## config.mk

```make
export PLATFORM = sky130hd
export DESIGN_NAME = mux16_rr_arbiter
export DESIGN_NICKNAME = d
export VERILOG_FILES = /design/src/rtl/mux16_rr_arbiter.sv
export SDC_FILE = /design/constraint.sdc
export NUM_CORES = 1
export LEC_CHECK = 0
export BUFFER_PORTS_ARGS = -buffer_cell sky130_fd_sc_hd__buf_2
export CAP_MARGIN = 30
export CELL_PAD_IN_SITES_DETAIL_PLACEMENT = 0
export CELL_PAD_IN_SITES_GLOBAL_PLACEMENT = 2
export CORE_ASPECT_RATIO = 0.6
export CORE_UTILIZATION = 42
export DETAILED_ROUTE_END_ITERATION = 10
export GPL_TIMING_DRIVEN = 0
export HOLD_SLACK_MARGIN = 0.03
export PLACE_DENSITY = 0.88
export SLEW_MARGIN = 20
export SYNTH_ARGS = -nofsm -noshare
export SYNTH_HDL_FRONTEND = slang
export SYNTH_SLANG_ARGS = --single-unit
```

## constraint.sdc

```tcl
create_clock -name clk -period 11.2 [get_ports clk]
set_clock_uncertainty 0.1 [all_clocks]
set_input_delay 1.12 -clock clk [delete_from_list [all_inputs] [get_ports clk]]
set_output_delay 1.12 -clock clk [all_outputs]
set_load 0.01 [all_outputs]
```

## src/rtl/mux16_rr_arbiter.sv

```systemverilog
// mux16_rr_arbiter
//   Round-robin arbiter that shares one 16:1 bit-select mux among 16 requesters.
//   It registers a select index and a one-hot grant.
//   A grant lasts until one of the following happens:
//     - the owner pulses done,
//     - the owner drops its request,
//     - the hold timer expires.
//   Every release is followed by one dead cycle.
//
// Ports
//   clk           rising-edge clock
//   rst           asynchronous reset, active-high
//   req[15:0]     request vector, level-held by each requester
//   done          release pulse from the current owner (ignored when idle)
//   grant_valid   mux is owned; grant_sel is meaningful
//   grant_sel     owner index; drives the mux select; keeps its value after release
//   grant_onehot  one-hot owner; zero when grant_valid=0
//   timeout       one-cycle pulse when a grant ends purely by hold expiry
module mux16_rr_arbiter #(
    parameter int N_REQ    = 16,
    parameter int SEL_W    = 4,
    parameter int HOLD_W   = 8,
    parameter int MAX_HOLD = 32
) (
    input  logic             clk,
    input  logic             rst,
    input  logic [N_REQ-1:0] req,
    input  logic             done,
    output logic             grant_valid,
    output logic [SEL_W-1:0] grant_sel,
    output logic [N_REQ-1:0] grant_onehot,
    output logic             timeout
);

    typedef enum logic {IDLE, GRANT} state_t;

    // The counter holds (cycles granted - 1).
    // So the last allowed cycle is when the counter reaches MAX_HOLD-1.
    localparam int HOLD_LAST_I = (MAX_HOLD == 0) ? 0 : MAX_HOLD - 1;
    localparam logic [HOLD_W-1:0] HOLD_LAST = HOLD_LAST_I[HOLD_W-1:0];
    localparam bit TIMEOUT_EN = (MAX_HOLD != 0);

    state_t            state, state_nxt;
    logic [SEL_W-1:0]  ptr, ptr_nxt;
    logic [HOLD_W-1:0] cnt, cnt_nxt;
    logic              valid_nxt, timeout_nxt;
    logic [SEL_W-1:0]  sel_nxt;
    logic [N_REQ-1:0]  onehot_nxt;

    // Rotating priority scan.
    // The scan walks offsets from high to low, so the smallest offset from ptr wins.
    // The index arithmetic is SEL_W bits wide, which makes the wrap from 15 to 0 free.
    logic             pick_found;
    logic [SEL_W-1:0] pick_idx;
    logic [SEL_W-1:0] scan_idx;

    always_comb begin
        pick_found = 1'b0;
        pick_idx   = ptr;
        scan_idx   = ptr;
        for (int k = N_REQ - 1; k >= 0; k--) begin
            scan_idx = ptr + SEL_W'(k);
            if (req[scan_idx]) begin
                pick_found = 1'b1;
                pick_idx   = scan_idx;
            end
        end
    end

    logic owner_req, expire;
    assign owner_req = req[grant_sel];
    assign expire    = TIMEOUT_EN && (cnt == HOLD_LAST);

    always_comb begin
        state_nxt   = state;
        ptr_nxt     = ptr;
        cnt_nxt     = cnt;
        valid_nxt   = grant_valid;
        sel_nxt     = grant_sel;
        onehot_nxt  = grant_onehot;
        timeout_nxt = 1'b0;
        unique case (state)
            IDLE: begin
                if (pick_found) begin
                    state_nxt  = GRANT;
                    valid_nxt  = 1'b1;
                    sel_nxt    = pick_idx;
                    onehot_nxt = N_REQ'(1) << pick_idx;
                    ptr_nxt    = pick_idx + 1'b1;
                    cnt_nxt    = '0;
                end
            end
            GRANT: begin
                if (done || !owner_req || expire) begin
                    state_nxt   = IDLE;
                    valid_nxt   = 1'b0;
                    onehot_nxt  = '0;
                    // Flag only releases caused by expiry alone.
                    timeout_nxt = expire && !done && owner_req;
                end else if (cnt != '1) begin
                    cnt_nxt = cnt + 1'b1;
                end
            end
            default: state_nxt = IDLE;
        endcase
    end

    always_ff @(posedge clk or posedge rst) begin
        if (rst) begin
            state        <= IDLE;
            ptr          <= '0;
            cnt          <= '0;
            grant_valid  <= 1'b0;
            grant_sel    <= '0;
            grant_onehot <= '0;
            timeout      <= 1'b0;
        end else begin
            state        <= state_nxt;
            ptr          <= ptr_nxt;
            cnt          <= cnt_nxt;
            grant_valid  <= valid_nxt;
            grant_sel    <= sel_nxt;
            grant_onehot <= onehot_nxt;
            timeout      <= timeout_nxt;
        end
    end

endmodule

```

==> impl_metrics.py <==
metrics = {
    "global_route": {
        "grt_pass1_wl_um": 20200,
        "grt_util_met1": 0.427,
        "antenna_found_initial": 0,
        "grt_use_met2": 0.348,
        "grt.overflow.total": 0,
        "grt_max_degree": 36,
        "use_met3": 0.0784,
        "grt_pass1_vias": 3455,
        "track_usage": 0.264,
        "grt_busiest_layer": "met1",
    },
    "hold_path": {
        "hold_path_end": "grant_valid$_DFFE_PP0P_",
        "worstHoldPathCells": 1,
        "hp-start": "grant_valid$_DFFE_PP0P_",
        "min_path_type": "reg -> reg",
    },
    "yosys": {
        "synth_top_family_by_area": "multiplexers",
        "synthSimpleGateAreaFrac": 0.194,
        "synth_edf_count": 0,
        "yosysWarnings": 0,
        "synth.distinct_cells": 78,
        "seq_area_frac_synth": 0.215,
        "synth-adder-area-share": 0.0276,
        "synthXorXnorAreaFrac": 0.0516,
        "synth.mux.area_fraction": 0.251,
        "synthesis.area_um2": 4070,
        "synthFlopType": "dfrtp_1",
        "ys_seq_elements": 35,
        "synth_largest_area_cell": "dfrtp_1",
        "synth_compound_area_frac": 0.218,
        "synth_area_per_cell_um2": 9.56,
        "synth_area_leaders": "dfrtp_1 22%, mux4_2 12%, mux2i_1 5.7%",
        "syn-num-nets": 454,
        "synthCells": 426,
        "synth_top_cell_area_share": 0.215,
        "ys_async_sr_fraction": 1.00,
    },
    "die": {
        "floorplan.initialDensity": 0.438,
        "io_pins": 41,
        "dieArea_um2": 10100,
        "rows": 27,
        "die_w_um": 129,
        "core_um2": 9290,
        "die_h_um": 78.3,
    },
    "clock_tree": {
        "cts_resized": 0,
        "root_buffer": "clkbuf_16",
        "ctsHoldBuffers": 0,
        "cts_max_level": 2,
        "clockBufferDepth": 2,
        "numClockSinks": 35,
        "postCtsSetupBuffers": 0,
        "cts.clk_slew.worst_paths_ns": 0.06,
        "cts_tree": "done",
        "cts_buffers": 5,
        "clkLatencyLatePin_ns": 0.28,
    },
    "route": {
        "drt-total-wl_um": 12700,
        "first_pass_iters": 5,
        "drc": 0,
        "wl_per_cell_um": 21.0,
        "drt_iter0_markers": 405,
        "vias": 3756,
        "viasPerCell": 6.21,
        "ant_nets": 0,
    },
    "timing": {
        "setup_viol": 0,
        "tightest_slew_ns": 0.877,
        "slew_violations": 0,
        "fmax_ghz": 0.170,
        "setup_tns_ns": 0,
        "slew_headroom": 0.411,
        "layout_min_cycle_time_ns": 5.87,
        "timing.final.hold_violations": 0,
        "post-route-period-util": 0.524,
        "rsz0062_at_grt": "false",
    },
    "cells_and_area": {
        "area_growth_pct": 13.3,
        "n_antenna_cell": 0,
        "drive_gt1_frac": 0.305,
        "fin_nets": 502,
        "nFillCells": 861,
    },
    "job": {
        "cap_viol_max_count": 0,
    },
    "setup_path": {
        "r2r_end": "ptr[2]$_DFFE_PP0P_",
        "arrival_ns": 5.90,
        "endpoint_kind": "flip-flop",
        "r2r_setup_slack_ns": 5.33,
        "crit_fanout": 10,
        "rr_worst_depth": 19,
        "path_class": "reg -> reg",
        "start_kind": "flip-flop",
        "rr_startpoint": "ptr[1]$_DFFE_PP0P_",
        "required_ns": 11.24,
    },
    "status": {
        "status": "completed",
    },
    "placed_design": {
        "dpl.hpwl_um": 9730,
        "routabilityCongestion": 0.986,
        "io_buffers": 40,
    },
}
## sequential cells by signal (all words and copies together) (netlist names)
signal        flops
ptr               4
state             1
timeout           1
grant_sel         4
grant_onehot     16
cnt               8
grant_valid       1
## cell usage after synthesis (3+ instances only)
cell and count:
mux2i_1 23, buf_6 3, o221ai_1 3, clkbuf_1 6, buf_2 7, o21ai_1 4, mux4_2 21, mux2_2 20
o22a_1 3, buf_4 3, a31oi_1 3, inv_1 13, o2111ai_1 3, nand3_1 9, nand2_1 34, and3_1 3
ha_1 9, nor2b_4 4, a21oi_1 25, nand2b_1 8, xor2_1 8, nor3_1 15, or4_4 3, dfrtp_1 35
nor2b_1 6, o211ai_1 6, xnor2_1 11, o22ai_1 15, o21ai_0 12, a211oi_1 3, a2111oi_0 6, a22o_1 8
nor2_1 33
## metal layers
layer / vias to the layer above / share of wire
met5: - / 0
met4: 0 / 0.0012
met3: 7 / 0.10
met2: 196 / 0.38
met1: 1818 / 0.51
li1: 1735 / -
## metrics by stage
step | hold slack (ns) | instance area (um2) | instances | setup slack [ns] | utilization
finish | 0.384 | 4610 | 605 | 5.33 | 0.497
global placement | 0.360 | 4440 | 596 | 5.49 | 0.477
detailed placement | 0.365 | 4440 | 596 | 5.49 | 0.477
CTS | 0.387 | 4610 | 604 | 5.43 | 0.496
global route | 0.394 | 4610 | 605 | 5.02 | 0.497
floorplan | 0.397 | 4070 | 426 | 6.61 | -
## critical path, cell delays in order (launching register included)
cell and delay, ns:
dfrtp_1 0.48, buf_2 0.25, buf_2 0.25, clkbuf_1 0.48, inv_1 0.35, ha_1 0.37
buf_2 0.20, buf_2 0.28, mux4_2 0.58, mux2i_1 0.41, mux2i_1 0.31, nand2b_1 0.25
a21oi_1 0.18, a211oi_1 0.09, o2bb2ai_2 0.19, xnor2_4 0.39, and2_1 0.20, ha_1 0.22
nand2_1 0.06, o21ai_0 0.07
## layout by cell type, fill, tap and decap left out, types with 5 or more instances in the layout
cell type / count
nand3_1: 9
nand2b_1: 8
a22o_1: 8
nor2b_1: 6
ha_1: 9
nand2_1: 34
o21ai_0: 12
dfrtp_1: 35
o211ai_1: 6
clkbuf_16: 5
xor2_1: 8
xnor2_1: 11
mux2_2: 20
mux4_2: 21
nor3_1: 15
a2111oi_0: 6
inv_1: 12
nor2_1: 33
clkbuf_1: 6
o22ai_1: 15
mux2i_1: 23
a21oi_1: 25
buf_2: 47
## cell families (layout without fill, tap and decap cells)
kind of cell	after synthesis	after routing
DFF	35	35
adders and majority gates	9	9
and+or+nand+nor	137	137
muxes	69	69
AOI/OAI and AO/OA	119	119
xor gates and xnor gates	21	21
buffers and inverters	36	85
## how the worst max path moves through the flow
stage / from / depth (start not counted) / to / slack [ns]
floorplan: ptr[1]$_DFFE_PP0P_ / 20 / ptr[2]$_DFFE_PP0P_ / 6.61
global placement: ptr[1]$_DFFE_PP0P_ / 19 / ptr[2]$_DFFE_PP0P_ / 5.49
detailed placement: ptr[1]$_DFFE_PP0P_ / 19 / ptr[2]$_DFFE_PP0P_ / 5.49
CTS: ptr[1]$_DFFE_PP0P_ / 19 / ptr[2]$_DFFE_PP0P_ / 5.43
global route: ptr[1]$_DFFE_PP0P_ / 19 / ptr[2]$_DFFE_PP0P_ / 5.02
finish: ptr[1]$_DFFE_PP0P_ / 19 / ptr[2]$_DFFE_PP0P_ / 5.33
## layout make-up
type / instances / area, um2 / area share
repair buffers: 41 / 205 / 0.0445
multi-input cells: 355 / 3020 / 0.654
well taps: 130 / 163 / 0.0353
plain buffers: 21 / 121 / 0.0263
clock buffers: 5 / 125 / 0.0271
flip-flops and latches: 35 / 876 / 0.190
inverters: 15 / 56.3 / 0.0122
clock inverters: 3 / 47.5 / 0.0103
Power is not shown: default switching activity piles up to over one toggle a cycle in this logic, so the estimate is an artifact.
